$ cat src/rtl/noc_input_unit.sv
// Per-port NoC router input stage: flit FIFO, XY route computation from head flits,
// and a wormhole lock that holds a one-hot request until the packet's tail departs.
module noc_input_unit #(
    parameter int DATA_W = 32,
    parameter int DEPTH  = 4,
    parameter int X_W    = 2,
    parameter int Y_W    = 2,
    parameter int CUR_X  = 0,
    parameter int CUR_Y  = 0
) (
    input  logic                       clk,
    input  logic                       rst_n,
    input  logic                       in_valid,
    output logic                       in_ready,
    input  logic [DATA_W-1:0]          in_flit,
    input  logic [1:0]                 in_type,
    output logic [4:0]                 req,
    input  logic [4:0]                 grant,
    output logic                       out_valid,
    output logic [DATA_W-1:0]          out_flit,
    output logic [1:0]                 out_type,
    output logic                       locked,
    output logic [$clog2(DEPTH):0]     occupancy,
    output logic                       err_pulse
);

    localparam int NUM_PORTS = 5;
    localparam int PTR_W     = $clog2(DEPTH);
    localparam int CNT_W     = PTR_W + 1;
    localparam int ENTRY_W   = DATA_W + 2;

    localparam logic [2:0] PORT_LOCAL = 3'd0;
    localparam logic [2:0] PORT_EAST  = 3'd1;
    localparam logic [2:0] PORT_WEST  = 3'd2;
    localparam logic [2:0] PORT_NORTH = 3'd3;
    localparam logic [2:0] PORT_SOUTH = 3'd4;

    localparam logic [X_W-1:0] CUR_X_V = X_W'(CUR_X);
    localparam logic [Y_W-1:0] CUR_Y_V = Y_W'(CUR_Y);
    localparam logic [CNT_W-1:0] FULL_COUNT = CNT_W'(DEPTH);

    typedef enum logic {
        IDLE   = 1'b0,
        ACTIVE = 1'b1
    } state_e;

    state_e                 state, next_state;
    logic [2:0]             route_q, route_d, route_calc;
    logic [ENTRY_W-1:0]     mem [DEPTH];
    logic [PTR_W-1:0]       wr_ptr, rd_ptr;
    logic [CNT_W-1:0]       count;
    logic                   empty;
    logic                   push, pop, drop;
    logic [DATA_W-1:0]      front_flit;
    logic [1:0]             front_type;
    logic [X_W-1:0]         dx;
    logic [Y_W-1:0]         dy;
    logic [NUM_PORTS-1:0]   route_onehot;

    assign empty      = (count == '0);
    assign in_ready   = (count != FULL_COUNT);
    assign push       = in_valid & in_ready;
    assign front_flit = mem[rd_ptr][DATA_W-1:0];
    assign front_type = mem[rd_ptr][ENTRY_W-1:DATA_W];
    assign out_flit   = front_flit;
    assign out_type   = front_type;
    assign occupancy  = count;
    assign locked     = (state == ACTIVE);

    // Flit storage carries no reset; only pointers and count define validity.
    always_ff @(posedge clk) begin
        if (push) begin
            mem[wr_ptr] <= {in_type, in_flit};
        end
    end

    always_ff @(posedge clk or negedge rst_n) begin
        if (!rst_n) begin
            wr_ptr <= '0;
            rd_ptr <= '0;
            count  <= '0;
        end else begin
            if (push) begin
                wr_ptr <= wr_ptr + 1'b1;
            end
            if (pop) begin
                rd_ptr <= rd_ptr + 1'b1;
            end
            case ({push, pop})
                2'b10:   count <= count + 1'b1;
                2'b01:   count <= count - 1'b1;
                default: count <= count;
            endcase
        end
    end

    // X is resolved before Y, so a packet only turns once on its way.
    always_comb begin
        dx = front_flit[X_W-1:0];
        dy = front_flit[X_W+Y_W-1:X_W];
        route_calc = PORT_LOCAL;
        if (dx > CUR_X_V) begin
            route_calc = PORT_EAST;
        end else if (dx < CUR_X_V) begin
            route_calc = PORT_WEST;
        end else if (dy > CUR_Y_V) begin
            route_calc = PORT_NORTH;
        end else if (dy < CUR_Y_V) begin
            route_calc = PORT_SOUTH;
        end
    end

    always_comb begin
        route_onehot = '0;
        route_onehot[route_q] = 1'b1;
    end

    always_ff @(posedge clk or negedge rst_n) begin
        if (!rst_n) begin
            state     <= IDLE;
            route_q   <= '0;
            err_pulse <= 1'b0;
        end else begin
            state     <= next_state;
            route_q   <= route_d;
            err_pulse <= drop;
        end
    end

    // Type bit 0 marks a head (HEAD/HEAD_TAIL); bit 1 marks a tail (TAIL/HEAD_TAIL).
    always_comb begin
        next_state = state;
        route_d    = route_q;
        pop        = 1'b0;
        drop       = 1'b0;
        req        = '0;
        out_valid  = 1'b0;
        case (state)
            IDLE: begin
                if (!empty) begin
                    if (front_type[0]) begin
                        next_state = ACTIVE;
                        route_d    = route_calc;
                    end else begin
                        pop  = 1'b1;
                        drop = 1'b1;
                    end
                end
            end
            ACTIVE: begin
                if (!empty) begin
                    req = route_onehot;
                    if (grant[route_q]) begin
                        out_valid = 1'b1;
                        pop       = 1'b1;
                        if (front_type[1]) begin
                            next_state = IDLE;
                        end
                    end
                end
            end
            default: begin
                next_state = IDLE;
            end
        endcase
    end

endmodule

$ cat config.mk
export PLATFORM = sky130hd
export DESIGN_NAME = noc_input_unit
export DESIGN_NICKNAME = d
export VERILOG_FILES = /design/src/rtl/noc_input_unit.sv
export SDC_FILE = /design/constraint.sdc
export NUM_CORES = 1
export LEC_CHECK = 0
export ABC_AREA = 1
export BUFFER_PORTS_ARGS = -buffer_cell sky130_fd_sc_hd__buf_2
export CAP_MARGIN = 20
export CORE_ASPECT_RATIO = 1.2
export CORE_UTILIZATION = 56
export DETAILED_ROUTE_END_ITERATION = 7
export GPL_ROUTABILITY_DRIVEN = 0
export PLACE_DENSITY_LB_ADDON = 0.12
export SKIP_LAST_GASP = 1
export SYNTH_ARGS = -nofsm -noshare
export SYNTH_HDL_FRONTEND = slang
export SYNTH_SLANG_ARGS = --single-unit
export TNS_END_PERCENT = 20
$ cat constraint.sdc
create_clock -name clk -period 3.46 [get_ports clk]
set_input_delay 0.519 -clock clk [delete_from_list [all_inputs] [get_ports clk]]
set_output_delay 0.519 -clock clk [all_outputs]
set_load 0.01 [all_outputs]
**Yosys cells after proc, flatten, opt, wreduce, memory -nomap -nowiden**

Memories as Yosys holds them, arrays and structs flattened.
Cells that the tools add are included.

- Bits in registers: 12
- RAM bits: 136
- Bits of input ports: 42
- Output and inout bits: 46
- Logic and storage cells: 53
- Memories: 1

Memories:

| memory | words | bits a word | read ports | clocked after Yosys merged registers in | write ports | RTL line | text |
|---|---|---|---|---|---|---|---|
| mem | 4 | 34 | 1 | 0 | 1 | 49 | `logic [ENTRY_W-1:0] mem [DEPTH];` |

- $add $sub $neg: 4
- Magnitude comparators: 6
- Eq/ne operators: 3
- Mux-type cells: 26
- Bitwise logic cells: 3
- Reduce and logical (&&, ||, !) cells: 4

Operators with widths:

| kind | number |
|---|---|
| 1-bit two-way mux | 15 |
| 3-bit two-way mux | 4 |
| 5-bit two-way mux | 2 |
| 3-bit one-hot mux with 2 select lines | 1 |
| 2-bit by 1-bit adder with 2-bit output, second input constant | 2 |
| 2-bit by 1-bit greater-than comparator with 1-bit output, second input constant | 2 |
| 2-bit by 1-bit less-than comparator with 1-bit output, second input constant | 2 |
| 3-bit by 4-bit less-than comparator with 1-bit output, second input constant | 1 |
| 1-bit one-hot mux with 2 select lines | 2 |
| 3-bit by 1-bit adder with 3-bit output, second input constant | 1 |
| 1-bit binary-select mux with 3-bit select | 1 |
| 1-bit demux with 3-bit select | 1 |
| 3-bit by 1-bit >= comparator with 1-bit output, second input constant | 1 |
| 3-bit logical NOT | 1 |
| 3-bit inequality test, second input constant | 1 |
| 3-bit AND reduction | 1 |
| 3-bit by 1-bit subtractor with 3-bit output, second input constant | 1 |
| 2-bit by 1-bit == test with 1-bit output, second input constant | 1 |
| 2-bit == test, second input constant | 1 |
| 1-bit inverter | 2 |
| 2-bit nonzero test | 1 |
| 1-bit bitwise AND | 1 |
| 1-bit logical AND | 1 |

**Depth between registers and ports, before layout**

Gate-level depths: netlist of run 1.

- Word-level depth: 7
- Gate-level depth with buffers: 13

**Least setup slack after synthesis of run 1**

Ideal clock, no wire load.

- Kind: reg2reg
- Start point: register count[0] (netlist: occupancy[0])
- End point: memory mem[0][0] in the netlist's numbering (enable)
- Setup time: 425 ps
- Arrival time: 2,229 ps
- Required time: 3,035 ps
- Setup slack: 806 ps
- Cell stages (with the launch flop): 5
- Path through: dfrtp_1 -> nor2_1 -> nand2_1 -> nand2_2 -> nor2_1

- Cells in the longest elaborated chain, start to end: 4

Ends and longest elaborated chain:

| what | RTL line | text |
|---|---|---|
| start: declaration | 51 | `logic [CNT_W-1:0] count;` |
| start signal: assignment | 90 | `2'b10: count <= count + 1'b1;` |
| start signal: assignment | 91 | `2'b01: count <= count - 1'b1;` |
| start signal: assignment | 92 | `default: count <= count;` |
| 3-bit inequality test | 61 | `assign in_ready = (count != FULL_COUNT);` |
| named net in_ready | 14 | `output logic in_ready,` |
| 1-bit bitwise AND | 62 | `assign push = in_valid & in_ready;` |
| 1-bit two-way mux | 72 | `if (push) begin` |
| 1-bit two-way mux (implied by the code) | 73 | `mem[wr_ptr] <= {in_type, in_flit};` |
| end: declaration | 49 |  |

The timed path passes the listed nets, and every way through them passes these cells.

**Final worst setup path of run 1**

- Start point: register rd_ptr[0]
- End point: register count[2] (netlist: occupancy[2])

- Cells in the longest elaborated chain, start to end: 6
- Elaborated cells between the ends (all ways): 8
- Classes of those cells: eq/ne (2); mux (4); reduce/logical (1); memory (1)

Ends and longest elaborated chain:

| what | RTL line | text |
|---|---|---|
| start: declaration | 50 | `logic [PTR_W-1:0] wr_ptr, rd_ptr;` |
| start signal: assignment | 87 | `rd_ptr <= rd_ptr + 1'b1;` |
| memory 4 x 34 bit (*) | - |  |
| 1-bit two-way mux (*) | 141 | `if (front_type[0]) begin` |
| 1-bit two-way mux (*) | 140 | `if (!empty) begin` |
| 1-bit one-hot mux with 2 select lines (*) | 138 | `case (state)` |
| named net pop | 53 | `logic push, pop, drop;` |
| 2-bit by 1-bit == test with 1-bit output / 2-bit == test (equally long branches) | 89 | `case ({push, pop})` |
| 3-bit one-hot mux with 2 select lines / 2-bit nonzero test (equally long branches) | - |  |

The timed path passes the listed nets; every way through them passes the cells marked *.
A chain may end at the register's enable or synchronous reset.

==> results of run 1 <==
## metrics by stage
stage                     instances  util, %  total power (W)  hold slack [ns]
after floorplan                 444        -          0.00398            0.223
after global placement          642     63.1          0.00465            0.402
after detailed placement        642     63.1          0.00472            0.409
after CTS                       674     68.6          0.00641            0.308
after global routing            674     68.6          0.00672            0.315
final                           674     68.6          0.00635            0.323
## power by group through the flow
stage	registers (W)	clock network (W)	logic [W]
3_3_place_gp	0.00257	0	0.00207
5_1_grt	0.00259	0.00177	0.00236
3_5_place_dp	0.00259	0	0.00213
6_report	0.00255	0.00168	0.00211
4_1_cts	0.00256	0.00171	0.00214
2_1_floorplan	0.00251	0	0.00147
## worst paths after layout
kind | slack, ns | depth (start not counted) | startpoint | endpoint
min | 0.32 | 1 | in_flit[23] | mem[3][23]
max | 0.63 | 12 | rd_ptr[0] | occupancy[2]
max in group asynchronous | 2.73 | 2 | rst_n | rd_ptr[0]
min in group asynchronous | 0.51 | 2 | rst_n | occupancy[1]
max reg2reg | 0.63 | 12 | rd_ptr[0] | occupancy[2]
min reg2reg | 0.49 | 2 | locked | locked
## layer usage
layer	global-route usage [%]	vias to the layer above	wire length, um
li1	-	1766	-
met1	28.2	1719	4670
met2	35.7	107	5630
met3	4.93	8	655
met4	9.90	0	125
met5	0	-	0
## cell usage after synthesis
library cell / instances
o21ai_0: 58
conb_1: 1
nor2_1: 63
inv_6: 1
nand2_2: 5
nor3_1: 4
xor2_1: 3
nand2_1: 55
dfrtp_1: 11
inv_2: 2
buf_2: 7
buf_6: 5
nand3_1: 18
ha_1: 5
clkbuf_1: 7
fa_1: 1
a21oi_1: 3
buf_4: 4
inv_1: 26
xnor2_1: 1
edfxtp_1: 136
o22ai_1: 28
## worst reg2reg max path: stages, from the launching register on
cell,delay (ns)
dfrtp_2,0.79
inv_6,0.34
nand2_1,0.13
nand3_1,0.10
nand2_1,0.16
nand2_2,0.10
nand2_2,0.09
ha_1,0.13
inv_1,0.07
fa_1,0.38
a21oi_1,0.14
o21ai_0,0.11
xor2_1,0.15
## cell families (layout without fill, tap and decap cells)
kind of cell	Yosys count	in the layout
AOI/OAI and AO/OA	89	89
other	1	1
buffers and inverters	52	156
DFF	147	147
and+or+nand+nor	145	145
xor gates and xnor gates	4	4
adders and majority gates	6	6
## layout by cell type (no fill, tap or decap), types with 2 or more instances in the layout
cell type,Yosys,layout
xor2_1,3,3
clkinvlp_4,0,2
o22ai_1,28,28
nor3_1,4,4
nand2_1,55,55
clkinv_2,0,7
nand2_2,5,5
a21oi_1,3,3
buf_2,7,85
ha_1,5,5
clkinv_1,0,3
inv_2,2,2
nor2_1,63,59
clkbuf_16,0,17
bufinv_16,0,2
dfrtp_1,11,10
inv_1,26,26
edfxtp_1,136,136
o21ai_0,58,58
buf_4,4,10
nand3_1,18,18
nor2_4,0,4
## layout make-up
class,instances,area (sq um),area share (%)
clock buffer,17,425,6.16
multi-input combinational,245,1220,17.6
timing repair buffer,96,510,7.39
clock inverter,14,121,1.76
tap,126,158,2.28
sequential,147,4360,63.1
inverter,29,114,1.65
## state kept, by name (all words and copies together), names as in the netlist
signal and cells:
wr_ptr 2, err_pulse 1, route_q 2, locked 1, occupancy 3, rd_ptr 2
mem 136
## what timing repair did
item / CTS / global route
hold endpoints to repair: 11 / 0
buffers inserted: 0 / 0
hold buffers: 1 / 0
==> summary.md, run 1 <==
| Metric | Value |
|---|---|
| Status | `complete, no violations` |
| Crit Path Class | `register to register` |
| Minimum clock period | `around 2.8 ns` |
| WP data required | `3.75 ns` |
| First-pass GRT wire length | `17,200 um` |
| CP Cell Sequence | `inv_6 > nand2_1 > nand3_1 > nand2_1 > nand2_2 > nand2_2 > ha_1 > inv_1 > fa_1 > a21oi_1 > o21ai_0 > xor2_1` |
| Crit path DAT | `3.12 ns` |
| GR Overflow Total | `0` |
| Vias in the first global route | `3,507` |
| GRT Total Usage | `around 22%` |
| Sequential fraction of the synthesis area | `roughly three quarters` |
| Syn. warnings | `0` |
| Fill cells | `724` |
| Total of max-cap violations | `0` |
| Clk pwr share | `between 20% and 30%` |
| CP bufs+invs | `2` |
| DRT iter0 DRCs | `233` |
| Slew Viols, Final | `0` |
| Rel. slew slack | `46.4%` |
| Syn Area/Cell | `13.1 sq um` |
| Final Cycle Share | `81.8%` |
| Initial antenna violation count | `0` |
| Proportion of netlist area held by the largest area contributor | `70.3%` |
| Setup crit end kind | `register` |
| Sw frac | `35.2%` |
| Clock Pin Slew Worst Setup and Hold Paths | `0.06 ns` |
| Final wirelength | `11,100 um` |
| Synth unique cells | `22` |
| Final instance area | `0.00691 sq mm` |
| Setup tns final | `0 ns` |
| Peak supply drop | `487 uV` |
| Die X | `between 90 and 100 um` |
| Post-Synth Simple-Gate Area | `10.1%` |
| Main combinational cell family by area after synthesis | `simple AND/OR/NAND/NOR gates` |
| Pint | `a little over 0.004 W` |
| Slew @ Worst Pin | `0.802 ns` |
| Clock net sink count | `147` |
| Core Area | `0.0101 sq mm` |
| Clock Path Buffers | `2` |
| Post-synthesis xor/xnor area fraction | `0.603%` |
| Die Height | `114 um` |
| Worst path max stage delay | `roughly 0.8 ns` |
| Root buffer cell | `clkbuf_16` |
| Synth Register Bits | `147` |
| Nets | `584` |
| CTS buffer count | `17` |
| PwrDens | `919 mW/mm^2` |
| Area growth syn-to-layout | `18.9%` |
| RSZ-0062 raised after global routing | `no` |
| Cell Area, Synth | `0.00581 sq mm` |
| Clk_lat worst skew | `0.41 ns` |
| Largest net degree at the start of global routing | `70` |
| Residual DRC | `0` |
| Hold Vio Cnt, Final | `0` |
| P_sw | `0.00223 W` |
| Critical path peak fanout | `69` |
| Initial Utilization | `a little under 60%` |
| Post-DP Area | `0.00635 sq mm` |
| DR vias/cell | `5.34` |
| Hold Crit Class | `input port to register` |
| Flop pwr share | `between 40 and 50%` |
| Setup ws final | `0.630 ns` |
| Syn Inst Count | `~440` |
| I/O Buffers | `85` |
| I/O pins | `88` |
| Mux share of post-synthesis cell area | `0%` |
| Worst path top cell family by delay | `flip-flops` |
| Vias | `about 3,600` |
| First drt pass iteration count | `4` |
| Comb pwr share | `33.3%` |
| Max Clk Rate | `roughly 0.35 GHz` |
| # rows | `40` |
| Worst slack, placed | `0.605 ns` |
| Final HPWL DP | `6590 um` |
| Wirelength per Cell | `16.4 um` |
| N_diodes | `0` |
| Yosys top cell by area | `edfxtp_1` |
| Main area contributors after synthesis | `edfxtp_1, o21ai_0, dfrtp_1` |
| Pleak | `roughly 2.7 nW` |
| CTS tree | `yes` |
| Setup Viol. Count Final | `0` |
| CP max-delay cell | `dfrtp_2` |
| Die footprint | `0.0108 sq mm` |
| Startpoint Class | `register` |
| Htree depth | `4` |
| Net count after synthesis | `a little under 500` |
| Ratio of cells with drive above 1 in the final layout | `24.8%` |
| Post-synthesis compound-gate area fraction | `8.27%` |
| Post-CTS sizing | `0` |
| Worst Clk Skew | `0.00662 ns` |
| DRT antenna net count | `0` |
| Synth Area in Adders | `1.42%` |
No activity file was read; power rests on OpenSTA's default activity.
==> inputs of run 2 (changes only) <==
==> constraint.sdc (replaced) <==
create_clock -name clk -period 2.7 [get_ports clk]
set_input_delay 0.405 -clock clk [delete_from_list [all_inputs] [get_ports clk]]
set_output_delay 0.405 -clock clk [all_outputs]
set_load 0.01 [all_outputs]
==> run 2 against run 1 <==
Hold slack worse by 0.12 ns. Clock-buffer cell count did not move. Combinational power up 35%. Clock power is 27% higher. Global-route usage is essentially flat. Non-clock buffer count is 2 higher. Die area did not move. First-iteration DRC count down 18%. Cell count grew 0.30%. Wire length fell by 2.1%. Critical path type is now register to output port. Critical endpoint is now out_flit[3]. Highest routed layer unchanged.
==> summary.md, run 2 (synthesis results as in run 1) <==
| Metric | Value |
|---|---|
| Pleak | `2.69 nW (was 2.68 nW)` |
| Critical path peak fanout | `37 (was 69)` |
| Startpoint Class | `register (unchanged)` |
| N_diodes | `0 (unchanged)` |
| Rel. slew slack | `66.1% (was 46.4%)` |
| Min Hold Slack | `0.204 ns (was 0.323 ns)` |
| Die Height | `114 um (unchanged)` |
| WP data required | `2.30 ns (was 3.75 ns)` |
| Largest net degree at the start of global routing | `41 (was 70)` |
| Crit Path Class | `register to output port (was register to register)` |
| Vias in the first global route | `3,541 (was 3,507)` |
| CTS tree | `yes (unchanged)` |
| Peak supply drop | `802 uV (was 487 uV)` |
| Setup Viol. Count Final | `0 (unchanged)` |
| P_sw | `0.00285 W (was 0.00223 W)` |
| Final Cycle Share | `between 80 and 90%` |
| Cell mode on critical path | `nand2_1` |
| Top reg by flops | `mem (unchanged)` |
| Max Clk Rate | `0.420 GHz` |
| Worst path max stage delay | `0.45 ns (was 0.79 ns)` |
| I/O pins | `88 (unchanged)` |
| CP Cell Sequence | `inv_6 > buf_4 > nand2_1 > nand3_1 > nand2_1 > inv_1 > buf_2 (was inv_6 > nand2_1 > nand3_1 > nand2_1 > nand2_2 > nand2_2 > ha_1 > inv_1 > fa_1 > a21oi_1 > o21ai_0 > xor2_1)` |
| Die footprint | `0.0108 sq mm (unchanged)` |
| Setup tns final | `0 ns (unchanged)` |
| Worst Clk Skew | `0.00887 ns (was 0.00662 ns)` |
| Total of max-cap violations | `0 (unchanged)` |
| Area growth syn-to-layout | `19.6% (was 18.9%)` |
| Clock Path Buffers | `2 (unchanged)` |
| R2R cell count | `12 (unchanged)` |
| Hold Crit Class | `input port to register (unchanged)` |
| # placed instances | `644 (was 642)` |
| Clock net sink count | `147 (unchanged)` |
| Most common cell after layout, fill and taps aside | `edfxtp_1 (unchanged)` |
| Flop pwr share | `38.9% (was 40.2%)` |
| Reg2Reg Setup Slack | `0.52 ns (was 0.63 ns)` |
| Fill cells | `699 (was 724)` |
| Setup ws final | `0.320 ns (was 0.630 ns)` |
| Sw frac | `34.9% (was 35.2%)` |
| Max reg flops | `136 (unchanged)` |
| # rows | `40 (unchanged)` |
| Critical path endpoint | `out_flit[3] (was occupancy[2])` |
| Final Instance Count excl. Fillers | `676 (was 674)` |
| Root buffer cell | `clkbuf_16 (unchanged)` |
| Htree depth | `4 (unchanged)` |
| Clock Pin Slew Worst Setup and Hold Paths | `0.06 ns (about the same)` |
| GRT Total Usage | `22.0% (about the same)` |
| R2R Path Start | `rd_ptr[0] (unchanged)` |
| Wirelength per Cell | `16.0 um (was 16.4 um)` |
| Hold Vio Cnt, Final | `0 (unchanged)` |
| Residual DRC | `0 (unchanged)` |
| Clk pwr share | `26.2% (was 26.5%)` |
| DR vias/cell | `5.41 (was 5.34)` |
| Minimum clock period | `2.38 ns` |
| Final HPWL DP | `6350 um (was 6590 um)` |
| RSZ-0062 raised after global routing | `no (unchanged)` |
| Initial antenna violation count | `0 (unchanged)` |
| CP max-delay cell | `dfrtp_2 (unchanged)` |
| PwrDens | `1180 mW/mm^2 (was 919 mW/mm^2)` |
| Setup crit end kind | `output port (was register)` |
| Nets | `586 (was 584)` |
| FF-to-FF End | `occupancy[2] (unchanged)` |
| Slew Viols, Final | `0 (unchanged)` |
| First-pass GRT wire length | `17,100 um (was 17,200 um)` |
| Final wirelength | `10,800 um (was 11,100 um)` |
| Ratio of cells with drive above 1 in the final layout | `24.2% (was 24.8%)` |
| Vias | `3,654 (was 3,600)` |
| Post-CTS Setup Inserts | `0 (unchanged)` |
| Die X | `95.0 um (unchanged)` |
| CP Launch Point | `rd_ptr[0] (unchanged)` |
| I/O Buffers | `85 (unchanged)` |
| Crit path DAT | `1.98 ns (was 3.12 ns)` |
| Clk_lat worst skew | `0.41 ns (about the same)` |
| Commonest non-fill, non-tap cells in the layout | `edfxtp_1, buf_2, nor2_1, o21ai_0, nand2_1 (unchanged)` |
| Slew @ Worst Pin | `0.507 ns (was 0.802 ns)` |
| Comb pwr share | `34.9% (was 33.3%)` |
| DRT iter0 DRCs | `190 (was 233)` |
| Initial Utilization | `57.7% (unchanged)` |
| Hold_buf cts | `1 (unchanged)` |
| Worst slack, placed | `0.505 ns (was 0.605 ns)` |
| DRT antenna net count | `0 (unchanged)` |
| Post-CTS sizing | `0 (unchanged)` |
| Status | `complete, no violations (unchanged)` |
| CTS buffer count | `17 (unchanged)` |
| Pint | `0.00532 W (was 0.00412 W)` |
| Core Area | `0.0101 sq mm (unchanged)` |
| GR Overflow Total | `0 (unchanged)` |
| First drt pass iteration count | `4 (unchanged)` |
## run 2: final cells by class
cell class / instances / area [sq um] / share of cell area (%)
Sequential cell: 147 / 4360 / 62.8
Multi-Input combinational cell: 245 / 1220 / 17.5
Timing Repair Buffer: 98 / 551 / 7.93
Clock buffer: 17 / 425 / 6.13
Tap cell: 126 / 158 / 2.27
Clock inverter: 14 / 120 / 1.73
Inverter: 29 / 114 / 1.64
## run 2: per-stage QoR
stage               power (W)  util, %  instance area [sq um]
CTS                   0.00826     69.0                   6940
global route          0.00869     69.0                   6940
floorplan             0.00510        -                   5810
global placement      0.00601     63.5                   6390
finish                0.00817     69.0                   6940
detailed placement    0.00610     63.5                   6390
## run 2: how the worst min path moves through the flow
stage | startpoint | end | slack, ns | cells after the start
floorplan | rst_n | err_pulse | 0.11 | 0
global placement | rst_n | locked | 0.28 | 1
detailed placement | rst_n | occupancy[2] | 0.29 | 1
CTS | in_flit[12] | mem[1][12] | 0.19 | 1
global route | in_flit[23] | mem[2][23] | 0.19 | 1
finish | in_flit[12] | mem[3][12] | 0.20 | 1
## run 2: metal layers
layer | global-route usage [%] | share of wire (%) | up-vias
met5 | 0 | 0 | -
met4 | 8.79 | 1.4 | 0
met3 | 6.53 | 5.6 | 14
met2 | 36.1 | 52 | 104
met1 | 27.3 | 42 | 1770
li1 | - | - | 1766
## run 2: power by group through the flow
stage	logic [W]	registers [W]	clock network [W]
global placement	0.00280	0.00320	0
detailed placement	0.00288	0.00322	0
global route	0.00319	0.00322	0.00228
CTS	0.00290	0.00318	0.00218
floorplan	0.00189	0.00321	0
finish	0.00285	0.00318	0.00214
## run 2: critical path: cells and delay by family, from the launching register on
family                 cells  cell delay (ns)
and+or+nand+nor            3             0.31
buffers and inverters      4             0.80
DFF                        1             0.45
